$ cat src/rtl/hazard_ctrl_pkg.sv
// Shared CPU types for the pipeline hazard controller: FSM state, register index,
// and the 8-bit pipeline control patterns {pc_en, ifid_en, ifid_flush, idex_en, idex_flush, exmem_en, exmem_flush, memwb_en}.
package hazard_ctrl_pkg;

   typedef enum logic [1:0] {RUN, BUBBLE, DWAIT, HALTED} hz_state_t;
   typedef logic [4:0] regbits_t;

   localparam logic [7:0] CTL_NORM = 8'b1101_0101;
   localparam logic [7:0] CTL_BUB  = 8'b0001_1101;
   localparam logic [7:0] CTL_MISS = 8'b0111_0101;
   localparam logic [7:0] CTL_TAKE = 8'b1111_0101;
   localparam logic [7:0] CTL_RST  = 8'b0010_1010;
   localparam logic [7:0] CTL_FRZ  = 8'b0000_0000;

   // Register 0 is hardwired, so it never creates a dependency.
   function automatic logic reg_match(regbits_t rd, regbits_t rs, regbits_t rt, logic uses_rt);
      return (rd != '0) && ((rd == rs) || (uses_rt && (rd == rt)));
   endfunction

endpackage

$ cat src/rtl/hazard_detect.sv
// Combinational register-compare logic: number of bubble cycles the instruction in ID needs.
module hazard_detect
   import hazard_ctrl_pkg::*;
(
   input  regbits_t   id_rs,
   input  regbits_t   id_rt,
   input  logic       id_uses_rt,
   input  logic       id_branch,
   input  regbits_t   ex_rd,
   input  logic       ex_RegWr,
   input  logic       ex_MemRead,
   input  regbits_t   mem_rd,
   input  logic       mem_MemRead,
   output logic [1:0] haz_cnt
);

   logic ex_hit, mem_hit;

   always_comb begin
      ex_hit  = reg_match(ex_rd, id_rs, id_rt, id_uses_rt);
      mem_hit = reg_match(mem_rd, id_rs, id_rt, id_uses_rt);
      haz_cnt = 2'd0;
      if (ex_MemRead && ex_hit)
         haz_cnt = 2'd1;
      // Branches resolve in ID, so they also wait on ALU results and on loads one stage further out.
      if (id_branch) begin
         if (ex_MemRead && ex_hit)
            haz_cnt = 2'd2;
         else if ((ex_RegWr && ex_hit) || (mem_MemRead && mem_hit))
            haz_cnt = 2'd1;
      end
   end

endmodule

$ cat src/rtl/hazard_ctrl.sv
// Pipeline hazard controller: stalls, bubbles, flushes, data-miss freeze and halt.
// Optional HAZARD_STATS_EN adds saturating stall_cnt / flush_cnt outputs.
module hazard_ctrl
   import hazard_ctrl_pkg::*;
(
   input  logic        CLK,
   input  logic        RST,
   input  logic        ihit,
   input  logic        dreq,
   input  logic        dhit,
   input  logic        halt,
   input  regbits_t    id_rs,
   input  regbits_t    id_rt,
   input  logic        id_uses_rt,
   input  logic        id_branch,
   input  logic        id_taken,
   input  regbits_t    ex_rd,
   input  logic        ex_RegWr,
   input  logic        ex_MemRead,
   input  regbits_t    mem_rd,
   input  logic        mem_MemRead,
   output logic        pc_en,
   output logic        ifid_en,
   output logic        ifid_flush,
   output logic        idex_en,
   output logic        idex_flush,
   output logic        exmem_en,
   output logic        exmem_flush,
   output logic        memwb_en,
   output logic        halted
`ifdef HAZARD_STATS_EN
   ,
   output logic [31:0] stall_cnt,
   output logic [31:0] flush_cnt
`endif
);

   hz_state_t  state_q, state_d;
   logic [1:0] bub_cnt_q, bub_cnt_d;
   logic [1:0] haz_cnt;
   logic [7:0] ctl;
   logic       freeze, eff_bub;

   hazard_detect u_detect (
      .id_rs       (id_rs),
      .id_rt       (id_rt),
      .id_uses_rt  (id_uses_rt),
      .id_branch   (id_branch),
      .ex_rd       (ex_rd),
      .ex_RegWr    (ex_RegWr),
      .ex_MemRead  (ex_MemRead),
      .mem_rd      (mem_rd),
      .mem_MemRead (mem_MemRead),
      .haz_cnt     (haz_cnt)
   );

   // bub_cnt holds the bubbles still owed after the current one.
   always_comb begin
      state_d   = state_q;
      bub_cnt_d = bub_cnt_q;
      ctl       = CTL_NORM;
      halted    = 1'b0;
      freeze    = dreq && !dhit;
      eff_bub   = (state_q == BUBBLE) || ((state_q == DWAIT) && (bub_cnt_q != 2'd0));
      if (state_q == HALTED) begin
         ctl    = CTL_FRZ;
         halted = 1'b1;
      end else if (freeze) begin
         ctl     = CTL_FRZ;
         state_d = DWAIT;
      end else begin
         if (eff_bub) begin
            ctl       = CTL_BUB;
            bub_cnt_d = bub_cnt_q - 2'd1;
            state_d   = (bub_cnt_q == 2'd1) ? RUN : BUBBLE;
         end else if (haz_cnt != 2'd0) begin
            ctl       = CTL_BUB;
            bub_cnt_d = haz_cnt - 2'd1;
            state_d   = (haz_cnt == 2'd1) ? RUN : BUBBLE;
         end else begin
            state_d = RUN;
            if (!ihit)
               ctl = CTL_MISS;
            else if (id_taken)
               ctl = CTL_TAKE;
         end
         if (halt)
            state_d = HALTED;
      end
      if (RST) begin
         ctl    = CTL_RST;
         halted = 1'b0;
      end
      {pc_en, ifid_en, ifid_flush, idex_en, idex_flush, exmem_en, exmem_flush, memwb_en} = ctl;
   end

   always_ff @(posedge CLK) begin
      if (RST) begin
         state_q   <= RUN;
         bub_cnt_q <= 2'd0;
      end else begin
         state_q   <= state_d;
         bub_cnt_q <= bub_cnt_d;
      end
   end

`ifdef HAZARD_STATS_EN
   logic [31:0] stall_cnt_q, stall_cnt_d, flush_cnt_q, flush_cnt_d;

   // Only a taken redirect flushes IF/ID while the PC keeps advancing.
   always_comb begin
      stall_cnt_d = stall_cnt_q;
      flush_cnt_d = flush_cnt_q;
      if (!pc_en && (state_q != HALTED) && (stall_cnt_q != 32'hFFFF_FFFF))
         stall_cnt_d = stall_cnt_q + 32'd1;
      if (pc_en && ifid_flush && (flush_cnt_q != 32'hFFFF_FFFF))
         flush_cnt_d = flush_cnt_q + 32'd1;
   end

   always_ff @(posedge CLK) begin
      if (RST) begin
         stall_cnt_q <= 32'd0;
         flush_cnt_q <= 32'd0;
      end else begin
         stall_cnt_q <= stall_cnt_d;
         flush_cnt_q <= flush_cnt_d;
      end
   end

   assign stall_cnt = stall_cnt_q;
   assign flush_cnt = flush_cnt_q;
`else
   // Statistics counters are not built.
`endif

endmodule

$ cat config.mk
export PLATFORM = sky130hd
export DESIGN_NAME = hazard_ctrl
export DESIGN_NICKNAME = d
export VERILOG_FILES = /design/src/rtl/hazard_ctrl_pkg.sv /design/src/rtl/hazard_detect.sv /design/src/rtl/hazard_ctrl.sv
export SDC_FILE = /design/constraint.sdc
export NUM_CORES = 1
export LEC_CHECK = 0
export ABC_AREA = 0
export CELL_PAD_IN_SITES_DETAIL_PLACEMENT = 0
export CELL_PAD_IN_SITES_GLOBAL_PLACEMENT = 1
export CORE_MARGIN = 4
export CORE_UTILIZATION = 22
export DETAILED_ROUTE_END_ITERATION = 10
export PLACE_DENSITY = 0.79
export SLEW_MARGIN = 20
export SYNTH_ARGS = -nofsm -noshare
export SYNTH_HDL_FRONTEND = slang
export SYNTH_SLANG_ARGS = --single-unit
$ cat constraint.sdc
create_clock -name CLK -period 2.3 [get_ports CLK]
set_input_delay 0.345 -clock CLK [delete_from_list [all_inputs] [get_ports CLK]]
set_output_delay 0.345 -clock CLK [all_outputs]
set_load 0.01 [all_outputs]
Word level (Yosys, flattened, before mapping) --
Cells that the tools add are included. W data, S select, Z words.
Word-level totals: register bits 4, input port bits 32, output and inout bits 9, word-level logic and storage cells 56
Operators by class: add/sub/neg operators 2, equality and inequality tests 9, muxes and demuxes 21, bitwise gates (word level) 2, reductions and logical operators 20
Operators by type and width (number):
- $mux W8 | 6
- $eq A5 B5 Y1 | 4
- $mux W2 | 6
- $reduce_bool A5 Y1 | 2
- $logic_and A1 B1 Y1 | 9
- $mux W1 | 8
- $eq A2 B1 Y1 const B | 3
- $mux W6 | 1
- $reduce_bool A2 Y1 | 3
- $eq A2 B2 Y1 const B | 2
- $logic_or A1 B1 Y1 | 4
- $sub A2 B1 Y2 const B | 2
- $reduce_and A3 Y1 | 1
- $not A1 Y1 | 2
- $logic_not A1 Y1 | 1

Longest topological paths before layout --
word-level depth 15, mapped depth 10, gate-level depth less buffers 10

Cells and area by module --
From an unflattened synthesis, not the netlist that was laid out.
Second synthesis, totals: cells, all modules 84, area total of the unflattened synthesis 680.7 um^2
Modules (own cells, without submodules):
- hazard_ctrl | times used 1, cells each 44, area each 374.1 um^2
- hazard_detect | times used 1, cells each 40, area each 306.5 um^2

Least setup slack after synthesis --
OpenSTA, ideal clock, no wires.
path type input-to-output, start point input port ex_rd[4], end point output port idex_flush, data arrival time 1.963 ns, slack -0.008 ns, stages 8, path through xor2_1 -> nor4_2 -> a32oi_1 -> nor4b_1 -> a211oi_2 -> ha_1 -> a21oi_1 -> or2_1
Between the ends: longest elaborated chain between the ends 15, elaborated cells between the ends (all ways) 19, those cells by class eq/ne: 2; mux: 9; reduce/logical: 8
RTL lines:
- from (decl) | line hazard_ctrl.sv:17 | input regbits_t ex_rd,
- $eq A5 B5 Y1 | line hazard_ctrl_pkg.sv:17 | return (rd != '0) && ((rd == rs) || (uses_rt && (rd == rt)));
- $logic_and A1 B1 Y1 | line hazard_ctrl_pkg.sv:17
- $logic_or A1 B1 Y1 | line hazard_ctrl_pkg.sv:17
- $logic_and A1 B1 Y1 (*) | line hazard_ctrl_pkg.sv:17
- $logic_and A1 B1 Y1 (on tied branches) | line hazard_detect.sv:23, hazard_detect.sv:27, hazard_detect.sv:29
- $mux W1 or $logic_or A1 B1 Y1 (tied branches) | line hazard_detect.sv:23, hazard_detect.sv:29
- $mux W1 | line hazard_detect.sv:29 | else if ((ex_RegWr && ex_hit) || (mem_MemRead && mem_hit))
- $mux W2 | line hazard_detect.sv:27 | if (ex_MemRead && ex_hit)
- $mux W2 (*) | line hazard_detect.sv:26 | if (id_branch) begin
- $reduce_bool A2 Y1 (*) | line hazard_ctrl.sv:76 | end else if (haz_cnt != 2'd0) begin
- $mux W8 (*) | line hazard_ctrl.sv:76
- $mux W8 (*) | line hazard_ctrl.sv:72 | if (eff_bub) begin
- $mux W8 (*) | line hazard_ctrl.sv:68 | end else if (freeze) begin
- $mux W8 (*) | line hazard_ctrl.sv:65 | if (state_q == HALTED) begin
- $mux W8 (*) | line hazard_ctrl.sv:90 | if (RST) begin
- to (decl) | line hazard_ctrl.sv:26 | output logic idex_flush,
Every way passes the cells marked *; elsewhere a longest branch is shown, timed or not.

Final worst setup path --
start point input port mem_rd[4], end point output port pc_en
Between the ends: longest elaborated chain between the ends 15, elaborated cells between the ends (all ways) 17, those cells by class eq/ne: 2; mux: 8; reduce/logical: 7
RTL lines:
- from (decl) | line hazard_ctrl.sv:20 | input regbits_t mem_rd,
- $eq A5 B5 Y1 | line hazard_ctrl_pkg.sv:17
- $logic_and A1 B1 Y1 | line hazard_ctrl_pkg.sv:17
- $logic_or A1 B1 Y1 | line hazard_ctrl_pkg.sv:17
- $logic_and A1 B1 Y1 (*) | line hazard_ctrl_pkg.sv:17
- $logic_and A1 B1 Y1 (*) | line hazard_detect.sv:29
- $logic_or A1 B1 Y1 (*) | line hazard_detect.sv:29
- $mux W1 (*) | line hazard_detect.sv:29
- $mux W2 (*) | line hazard_detect.sv:27
- $mux W2 (*) | line hazard_detect.sv:26
- $reduce_bool A2 Y1 (*) | line hazard_ctrl.sv:76
- $mux W8 (*) | line hazard_ctrl.sv:76
- $mux W8 (*) | line hazard_ctrl.sv:72
- $mux W8 (*) | line hazard_ctrl.sv:68
- $mux W8 (*) | line hazard_ctrl.sv:65
- $mux W8 (*) | line hazard_ctrl.sv:90
- to (decl) | line hazard_ctrl.sv:22 | output logic pc_en,
Marks and branches as above.

==> flow_metrics.env <==
export IMPL_power_density_nw_per_um2=336.7
export IMPL_fin_ws_ns=-0.3226
export IMPL_grt_use_total_pct=11.95
export IMPL_worst_ir_drop_vdd_v=0.0002623
export IMPL_antenna_found_initial=0
export IMPL_slew_headroom_pct=80.20
export IMPL_worstMarginPinSlew_ns=0.2908
export IMPL_syn_nets=119
export IMPL_grt_max_degree=8
export IMPL_pre_cts_ws_ns=-1.060
export IMPL_routabilityCongestion=0.7863
export IMPL_cpLargestDelayFamily="simple AND/OR/NAND/NOR gates"
export IMPL_maxCapViolCount=0
export IMPL_synthCells=84
export IMPL_die_x_microns=62.12
export IMPL_wire_per_inst_microns=12.58
export IMPL_die_h_microns=62.12
export IMPL_drt_total_wl_microns=2365
export IMPL_p_sw_share_pct=34.02
export IMPL_drive_above_1_share_pct=45.22
export IMPL_clkPwrFrac_pct=18.2
export IMPL_crit_path_cell_trace="clkdlybuf4s15_1 -> or4_4 -> o21a_1 -> o2111a_1 -> a211oi_2 -> ha_2 -> and3_4 -> and2_4 -> buf_6"
export IMPL_required_ns=1.96
export IMPL_finalCritPeriodShare_pct=114.0
export IMPL_crit_arrival_ns=2.28
export IMPL_rrSetupSlack_ns=0.75
export IMPL_r2r_end="bub_cnt_q[0]"
export IMPL_synthTopCellsByCount="13 x nor2_1, 11 x xnor2_1, 9 x xor2_1"
export IMPL_ys_types=33
export IMPL_async_reset_ff_share_pct=0
export IMPL_overflow=0
export IMPL_area_delta_synth_final_pct=115.1
export IMPL_path_class="in -> out"
export IMPL_r2r_start="bub_cnt_q[0]"
export IMPL_clock_sinks=4
export IMPL_netlist_area_sq_um=644.4
export IMPL_grt_pass1_vias=890
export IMPL_viasPerCell=4.372
export IMPL_layout_nets=194
export IMPL_drc=0
export IMPL_io_pins=41
export IMPL_synth_most_common_cell="nor2_1"
export IMPL_crit_fanout=3
export IMPL_leakage_uw=0.0005941
export IMPL_rr_worst_depth=9
export IMPL_power_switching_uw=158.8
export IMPL_root_buffer="clkbuf_4"
export IMPL_violations="setup timing"
export IMPL_setup_viol=4
export IMPL_synth_area_per_cell_sq_um=7.671
export IMPL_ys_flop_type="dfxtp_1"
export IMPL_fillCellCount=272
export IMPL_register_area_sq_um=80.08
export IMPL_fmax_mhz=381.3
export IMPL_cts_buffers=3
export IMPL_slowest_delay_ns=0.51
export IMPL_grt_pass1_wl_microns=3857
export IMPL_ant_nets=0
export IMPL_critPathBufInv=2
export IMPL_core_area_sq_um=2781
export IMPL_htree_levels=1
export IMPL_netlist_area_leader_share_pct=14.95
export IMPL_path_depth=9
export IMPL_drt_pass1_iterations=4
export IMPL_dp_hpwl_microns=1936
export IMPL_p_seq_share_pct=19.0
export IMPL_crit_path_end_kind="output pin"
export IMPL_fin_tns_setup_ns=-1.034
export IMPL_worstSkewPairLatency_ns=0.23
export IMPL_first_iter_violations=21
export IMPL_cp_slowest_cell="or4_4"
export IMPL_num_vias=822
export IMPL_layout_min_cycle_time_ns=2.623
export IMPL_start_util_pct=23.17
export IMPL_pwr_share_comb_pct=62.8
export IMPL_hold_viol_final=0
export IMPL_yosysSeqAreaShare_pct=12.43
export IMPL_dieArea_sq_um=3859
export IMPL_grt_setup_unrepaired="true"
export IMPL_placementRows=19
export IMPL_hp_class="reg -> reg"
export IMPL_cts_tree="done"
export IMPL_yosysTopAreaCell="xnor2_1"
export IMPL_diodes=0
export IMPL_ys_warnings_count=0
export IMPL_intPower_uw=308.0
export IMPL_port_buffers=40
export IMPL_ys_top_cells_by_area="xnor2_1 15%, dfxtp_1 12%, xor2_1 12%"
export IMPL_ys_ff_latch=4
export IMPL_startpoint="mem_rd[4]"
export IMPL_start_kind="input pin"
export IMPL_outcome="finished, violations left"
export IMPL_multi_input_area_sq_um=613.1
export IMPL_clk_transition_reported_paths_ns=0.04
export IMPL_crit_end="pc_en"
export IMPL_clock_path_buffers=2
export IMPL_drv_slew=0
export IMPL_synth_edff_count=0
export IMPL_skew_ns=0.001518
export IMPL_ctsHoldBuffers=0
[metrics by stage]
| step | instance area [sq um] | cells | power [uW] | utilization (%) | hold slack [ns] |
|---|---|---|---|---|---|
| finish | 1386 | 188 | 466.8 | 49.84 | 0.6106 |
| global route | 1386 | 188 | 504.2 | 49.84 | 0.6486 |
| CTS | 1338 | 186 | 461.2 | 48.09 | 0.6116 |
| detailed placement | 1241 | 176 | 364.8 | 44.62 | 0.6043 |
| global placement | 1241 | 176 | 360.0 | 44.62 | 0.5845 |
| floorplan | 644.4 | 84 | 214.2 | - | 0.4141 |
[routing by layer]
layer / track usage (%) / up-vias / routed length (microns)
met5: 0 / - / 0
met4: 3.794 / 0 / 0
met3: 2.162 / 0 / 41
met2: 22.54 / 6 / 1340
met1: 13.17 / 376 / 982
li1: - / 440 / -
[state kept, by name, summed over array words and instances (netlist names)]
register   flops
bub_cnt_q      2
state_q        2
[power by group through the flow]
stage	registers, uW	clock network [uW]	logic, uW
4_1_cts	88.6	90.4	282
3_3_place_gp	89.4	0	271
6_report	88.7	84.8	293
2_1_floorplan	88.3	0	126
5_1_grt	90.1	94.6	320
3_5_place_dp	89.7	0	275
[repair_timing]
| action | CTS | global route |
|---|---|---|
| resized for setup | 88 | 16 |
| endpoints found under the setup margin | 6 | 6 |
| pin swaps | 17 | 17 |
| buffers inserted | 7 | 2 |
[tightest hold or removal path: stages (launching register included)]
cell and delay, ns:
dfxtp_1 0.30, inv_1 0.06, nor2_1 0.10, a21oi_1 0.04
nor2_1 0.07
[layout by cell type (no fill, tap or decap), types with 2 or more instances in the layout]
master / instances
buf_4: 34
clkdlybuf4s50_1: 16
nor2_1: 13
xnor2_1: 11
buf_2: 7
xor2_1: 6
buf_6: 6
inv_1: 5
a21oi_1: 4
dfxtp_1: 4
clkdlybuf4s15_1: 4
dlygate4sd2_1: 4
xor2_2: 3
nand3_1: 3
nand2_1: 3
clkbuf_4: 3
or4_4: 2
ha_1: 2
[worst min-delay path by stage]
stage,startpoint,endpoint,cells past startpoint
global route,bub_cnt_q[0],bub_cnt_q[0],3
finish,bub_cnt_q[1],bub_cnt_q[1],4
CTS,bub_cnt_q[0],bub_cnt_q[0],3
floorplan,RST,bub_cnt_q[0],1
global placement,bub_cnt_q[1],bub_cnt_q[1],4
detailed placement,bub_cnt_q[0],bub_cnt_q[0],3
[final cells by class]
type / count / share of cell area, %
clock buffers: 3 / 1.625
flip-flops and latches: 4 / 5.776
well taps: 31 / 2.798
repair buffers: 73 / 44.22
multi-input cells: 72 / 44.22
inverters: 5 / 1.354
[cell families after synthesis]
family                   after synthesis  share of synthesized area [%]
buffers and inverters                  8                          6.408
adder cells (fa/ha/maj)                3                          5.826
multiplexers                           3                          6.796
AO/OA/AOI/OAI                         15                          16.70
flip-flops                             4                          12.43
AND/OR/NAND/NOR                       31                          24.66
XOR/XNOR                              20                          27.18
Power figures use the tool's default switching activity.
